<file path="src/rtl/pe_sequencer.sv">
// pe_sequencer: feeds one proElement through a full dense layer.
// For each neuron it reads the bias, the weights and the inputs from 1-cycle-latency
// memories. It streams them into the PE behind a head pulse, waits for pe_done_flag,
// and writes pe_out to the result buffer at address n.
//
// Optional build macro: PE_TIMEOUT_EN adds a WAIT watchdog. A neuron whose PE never
// answers gets a quiet NaN result and sets the sticky err flag.
//
// Ports:
//   clock, rst_n        clock (rising edge), asynchronous active-low reset
//   start / busy / done layer request, in-progress flag, one-cycle completion pulse
//   w_addr / w_rdata    weight memory read port (index n*N_INPUTS + i)
//   x_addr / x_rdata    activation memory read port (index i)
//   b_addr / b_rdata    bias memory read port (index n)
//   pe_w/pe_x/pe_b      element stream to the PE, with pe_count and pe_head
//   pe_out/pe_done_flag PE result and result-valid pulse
//   res_we/addr/data    result buffer write port
//   err                 sticky watchdog flag (constant 0 without PE_TIMEOUT_EN)
module pe_sequencer #(
  parameter int N_INPUTS  = 784,
  parameter int N_NEURONS = 10,
  parameter int W_AW      = 13,
  parameter int X_AW      = 10,
  parameter int N_AW      = 4,
  parameter int TIMEOUT   = 2047
) (
  input  logic            clock,
  input  logic            rst_n,
  input  logic            start,
  output logic            busy,
  output logic            done,
  output logic [W_AW-1:0] w_addr,
  input  logic [31:0]     w_rdata,
  output logic [X_AW-1:0] x_addr,
  input  logic [31:0]     x_rdata,
  output logic [N_AW-1:0] b_addr,
  input  logic [31:0]     b_rdata,
  output logic [31:0]     pe_w,
  output logic [31:0]     pe_x,
  output logic [31:0]     pe_b,
  output logic [9:0]      pe_count,
  output logic            pe_head,
  input  logic [31:0]     pe_out,
  input  logic            pe_done_flag,
  output logic            res_we,
  output logic [N_AW-1:0] res_addr,
  output logic [31:0]     res_data,
  output logic            err
);

  if (N_INPUTS < 1 || N_INPUTS > 1023 || N_NEURONS < 1 || TIMEOUT < 1) begin : g_bad_param
    $error("pe_sequencer: parameter out of range");
  end

  typedef enum logic [2:0] {IDLE, FETCH, STREAM, WAIT, WRITE, FINISH} state_t;

  localparam logic [9:0]      LAST_I = 10'(N_INPUTS - 1);
  localparam logic [N_AW-1:0] LAST_N = N_AW'(N_NEURONS - 1);
  localparam logic [W_AW-1:0] W_STEP = W_AW'(N_INPUTS);

  state_t          state;
  logic [9:0]      idx;   // element index inside STREAM
  logic [N_AW-1:0] n;     // neuron index
  logic [W_AW-1:0] wb;    // weight base of the current neuron (running sum, no multiply)

  assign pe_count = 10'(N_INPUTS);

`ifdef PE_TIMEOUT_EN
  localparam int            TW     = $clog2(TIMEOUT + 1);
  localparam logic [TW-1:0] T_LAST = TW'(TIMEOUT - 1);
  logic [TW-1:0] tcnt;
`else
  assign err = 1'b0;
`endif

  always_ff @(posedge clock or negedge rst_n) begin
    if (!rst_n) begin
      state    <= IDLE;
      busy     <= 1'b0;
      done     <= 1'b0;
      pe_head  <= 1'b0;
      res_we   <= 1'b0;
      w_addr   <= '0;
      x_addr   <= '0;
      b_addr   <= '0;
      pe_w     <= '0;
      pe_x     <= '0;
      pe_b     <= '0;
      res_addr <= '0;
      res_data <= '0;
      idx      <= '0;
      n        <= '0;
      wb       <= '0;
`ifdef PE_TIMEOUT_EN
      tcnt     <= '0;
      err      <= 1'b0;
`endif
    end else begin
      done    <= 1'b0;
      pe_head <= 1'b0;
      res_we  <= 1'b0;
      case (state)
        IDLE: if (start) begin
          state  <= FETCH;
          busy   <= 1'b1;
          n      <= '0;
          wb     <= '0;
          b_addr <= '0;
          w_addr <= '0;
          x_addr <= '0;
`ifdef PE_TIMEOUT_EN
          err    <= 1'b0;
`endif
        end
        FETCH: begin
          // Addresses were set on entry; from here on they lead the registered data by one.
          state  <= STREAM;
          idx    <= '0;
          w_addr <= w_addr + 1'b1;
          x_addr <= x_addr + 1'b1;
        end
        STREAM: begin
          pe_w   <= w_rdata;
          pe_x   <= x_rdata;
          w_addr <= w_addr + 1'b1;
          x_addr <= x_addr + 1'b1;
          idx    <= idx + 1'b1;
          if (idx == '0) begin
            pe_b    <= b_rdata;
            pe_head <= 1'b1;     // lands at the PE together with element 0
          end
          if (idx == LAST_I) begin
            state <= WAIT;
`ifdef PE_TIMEOUT_EN
            tcnt  <= '0;
`endif
          end
        end
        WAIT: begin
          if (pe_done_flag) begin
            res_data <= pe_out;
            res_we   <= 1'b1;
            res_addr <= n;
            state    <= WRITE;
          end
`ifdef PE_TIMEOUT_EN
          else if (tcnt == T_LAST) begin
            res_data <= 32'h7FC0_0000;
            res_we   <= 1'b1;
            res_addr <= n;
            err      <= 1'b1;
            state    <= WRITE;
          end else begin
            tcnt <= tcnt + 1'b1;
          end
`endif
        end
        WRITE: begin
          if (n == LAST_N) begin
            state <= FINISH;
            done  <= 1'b1;
            busy  <= 1'b0;
          end else begin
            state  <= FETCH;
            n      <= n + 1'b1;
            wb     <= wb + W_STEP;
            b_addr <= n + 1'b1;
            w_addr <= wb + W_STEP;
            x_addr <= '0;
          end
        end
        FINISH: state <= IDLE;   // start here is dropped
        default: state <= IDLE;
      endcase
    end
  end

endmodule

</file>
<file path="config.mk">
export PLATFORM = sky130hd
export DESIGN_NAME = pe_sequencer
export DESIGN_NICKNAME = d
export VERILOG_FILES = /design/src/rtl/pe_sequencer.sv
export SDC_FILE = /design/constraint.sdc
export NUM_CORES = 1
export LEC_CHECK = 0
export BUFFER_PORTS_ARGS = -buffer_cell sky130_fd_sc_hd__buf_2
export CORE_MARGIN = 2
export CORE_UTILIZATION = 30
export CTS_CLUSTER_SIZE = 16
export DETAILED_ROUTE_END_ITERATION = 7
export SETUP_SLACK_MARGIN = 0.3
export SKIP_LAST_GASP = 1
export SLEW_MARGIN = 25
export SYNTH_ARGS = -nofsm -noshare
export SYNTH_HDL_FRONTEND = slang
export SYNTH_SLANG_ARGS = --single-unit
</file>
<file path="constraint.sdc">
create_clock -name clock -period 2.61 [get_ports clock]
set_clock_uncertainty 0.15 [all_clocks]
set_input_delay 0.261 -clock clock [delete_from_list [all_inputs] [get_ports clock]]
set_output_delay 0.261 -clock clock [all_outputs]
set_load 0.005 [all_outputs]
</file>
==> flow_metrics.env <==
export IMPL_status="completed"
export IMPL_vias=7038
export IMPL_multiInputGateArea_um2=2930
export IMPL_max_freq_mhz=457
export IMPL_clk_pin_slew_ps=80
export IMPL_tritoncts="done"
export IMPL_start_util=0.302
export IMPL_path_buf_inv=1
export IMPL_setup_tns_ps=0
export IMPL_core_um2=25800
export IMPL_synth_cells=800
export IMPL_yosysSeqAreaShare=0.593
export IMPL_r2r_slack_ps=420
export IMPL_path_cells="or3b_2 > nor2_2 > nand3_2 > buf_4 > mux2_2"
export IMPL_critPathCaptureType="flip-flop"
export IMPL_yosys_warnings=0
export IMPL_cts_root_buf="clkbuf_16"
export IMPL_synth_avg_cell_area_um2=9.76
export IMPL_post_route_min_period_ps=2190
export IMPL_maxSlewViolCount=0
export IMPL_route_detailed_drc=0
export IMPL_grt_antenna_before_repair=0
export IMPL_die_area_um2=27300
export IMPL_grt_overflow=0
export IMPL_postCtsSetupRepairBufs=0
export IMPL_cts_sinks=185
export IMPL_max_cap_violations=0
export IMPL_grt_pass1_wl_um=33800
export IMPL_dr_pass1_iters=4
export IMPL_final_common_cell="nand2_1"
export IMPL_tightestPinTransition_ps=693
export IMPL_finalNetCount=1359
export IMPL_path_class="reg -> reg"
export IMPL_via_per_inst=4.49
export IMPL_cp_max_fo=33
export IMPL_cpLargestDelayFamily="simple AND/OR/NAND/NOR gates"
export IMPL_die_h_um=165
export IMPL_finalPower_mw=12.5
export IMPL_setup_viol=0
export IMPL_p_leak_nw=6.03
export IMPL_fillers=2424
export IMPL_ir_drop_v=0.000501
export IMPL_cp_slowest_cell="or3b_2"
export IMPL_powerDensity_nw_per_um2=1080
export IMPL_synth_edff_count=0
export IMPL_critPathLaunch="state[0]"
export IMPL_grt_util_all_layers=0.155
export IMPL_fin_crit_sh=0.839
export IMPL_ff2ff_path_depth=5
export IMPL_synth_async_sr_flop_share=1.00
export IMPL_clockBufferDepth=2
export IMPL_crit_cells=5
export IMPL_routedWlPerCell_um=14.2
export IMPL_rsz0062_at_grt="false"
export IMPL_die_w_um=165
export IMPL_drive_above_1_share=0.315
export IMPL_syn_to_final_growth_pct=48.0
export IMPL_ys_ff_latch=185
export IMPL_port_buffers=294
export IMPL_h_tree_depth=4
export IMPL_grt_pass1_vias=6779
export IMPL_final_antenna_net_count=0
export IMPL_diodes=0
export IMPL_synth_ff_type="dfrtp_1"
export IMPL_critPathRequiredTime_ps=2770
export IMPL_rows=59
export IMPL_gp_congestion=0.753
export IMPL_clk_latency_ps=430
export IMPL_cp_slowest_stage_delay_ps=600
export IMPL_ff_latch_area_um2=4630
export IMPL_hp_class="in -> async"
export IMPL_ys_types=55
export IMPL_crit_end="pe_b[15]"
export IMPL_final_hold_viol_count=0
export IMPL_startpoint_type="flip-flop"
export IMPL_first_iter_violations=464
export IMPL_io_pins=306
export IMPL_dp_hpwl_um=14300
export IMPL_layout_common_cells="nand2_1 (322), buf_2 (293), dfrtp_1 (182), dlygate4sd3_1 (131), o21ai_0 (40)"
export IMPL_max_slew_margin_rel=0.538
export IMPL_synth_area_um2=7810
export IMPL_r2r_start="state[0]"
export IMPL_critical_path_arrival_ps=2350
export IMPL_timing_rr_end="pe_b[15]"
export IMPL_numCtsBuffers=17
export IMPL_routed_wl_um=22200
export IMPL_grt_start_max_net_pins=73
[Yosys cell counts, types with 3 or more instances]
| master | count | area [um2] |
|---|---|---|
| ha_1 | 7 | 87.6 |
| o21ai_0 | 40 | 200 |
| nor3_1 | 7 | 35.0 |
| inv_1 | 11 | 41.3 |
| a21oi_1 | 19 | 95.1 |
| nor2_1 | 15 | 56.3 |
| or3_1 | 4 | 25.0 |
| a22o_1 | 8 | 70.1 |
| buf_4 | 12 | 90.1 |
| a31oi_1 | 3 | 18.8 |
| and2_1 | 4 | 25.0 |
| dfrtp_1 | 185 | 4630 |
| and3_1 | 7 | 43.8 |
| nand2_1 | 322 | 1210 |
| buf_2 | 10 | 50.1 |
| clkbuf_1 | 23 | 86.3 |
| or4_1 | 4 | 30.0 |
| o31ai_1 | 5 | 37.5 |
| xnor2_1 | 6 | 52.6 |
| buf_1 | 3 | 11.3 |
| xor2_1 | 4 | 35.0 |
| nor4_1 | 4 | 25.0 |
| mux2_2 | 34 | 383 |
| and4_1 | 3 | 26.3 |
| nand3_1 | 12 | 60.1 |
| o22ai_1 | 3 | 18.8 |
| nand4_1 | 7 | 43.8 |
| a21o_1 | 3 | 22.5 |
[how the worst min path moves through the flow]
stage,start,to,slack (ps),depth (start not counted)
after floorplan,rst_n,busy,-180,0
after global placement,rst_n,pe_w[14],150,1
after detailed placement,rst_n,pe_w[14],150,1
after CTS,rst_n,pe_b[0],240,2
after global routing,rst_n,pe_w[14],260,2
final,rst_n,pe_w[14],220,2
[per-layer routing]
layer / vias to the layer above / track usage / part of all wire
met4: 0 / 0.0556 / 0.025
met2: 215 / 0.267 / 0.50
met5: - / 0 / 0
met3: 41 / 0.0317 / 0.050
met1: 3322 / 0.193 / 0.42
li1: 3460 / - / -
[final cells by class]
class,instances,area share
timing repair buffer,442,0.256
tap,335,0.0363
clock buffer,19,0.0392
inverter,12,0.00390
sequential,185,0.401
multi-input combinational,562,0.253
clock inverter,13,0.0110
[cells by family (layout without fill, tap and decap cells)]
kind of cell,count (synthesis),after routing,synth area share
buf+inv,62,486,0.0391
fa+ha+maj,7,7,0.0112
xor+xnor,10,10,0.0112
compound gates,97,97,0.0785
simple gates,403,403,0.217
mux,34,34,0.0490
flops,185,185,0.593
other cells,2,11,0.000962
[where the power goes]
group | switching [mW] | total, mW | internal, mW
Clock | 1.25 | 2.57 | 1.32
Combinational | 2.87 | 5.13 | 2.25
Sequential | 0.724 | 4.77 | 4.05
Total | 4.85 | 12.5 | 7.62
[sequential cells by signal, summed over array words and instances (netlist names), 3 cells and up]
signal,flops
idx,10
n,4
wb,9
w_addr,13
pe_b,32
pe_x,32
x_addr,10
res_data,32
state,3
pe_w,32
res_addr,4
[what timing repair did]
action                                 in CTS  in global routing
resized for setup                           0                  5
hold buffers                              131                  0
setup endpoints to repair                   0                 59
endpoints found under the hold margin     192                  0
[through the flow]
step / worst slack (ps) / hold WS [ps] / cell area [um2] / utilization / instances
after floorplan: 722 / -185 / 7840 / - / 809
after global placement: 382 / 146 / 9650 / 0.374 / 1405
after detailed placement: 315 / 153 / 9650 / 0.374 / 1405
after CTS: 300 / 237 / 11500 / 0.447 / 1568
after global routing: 320 / 262 / 11600 / 0.447 / 1568
final: 421 / 215 / 11600 / 0.447 / 1568
Note: power is estimated with default switching activity, not from simulation.
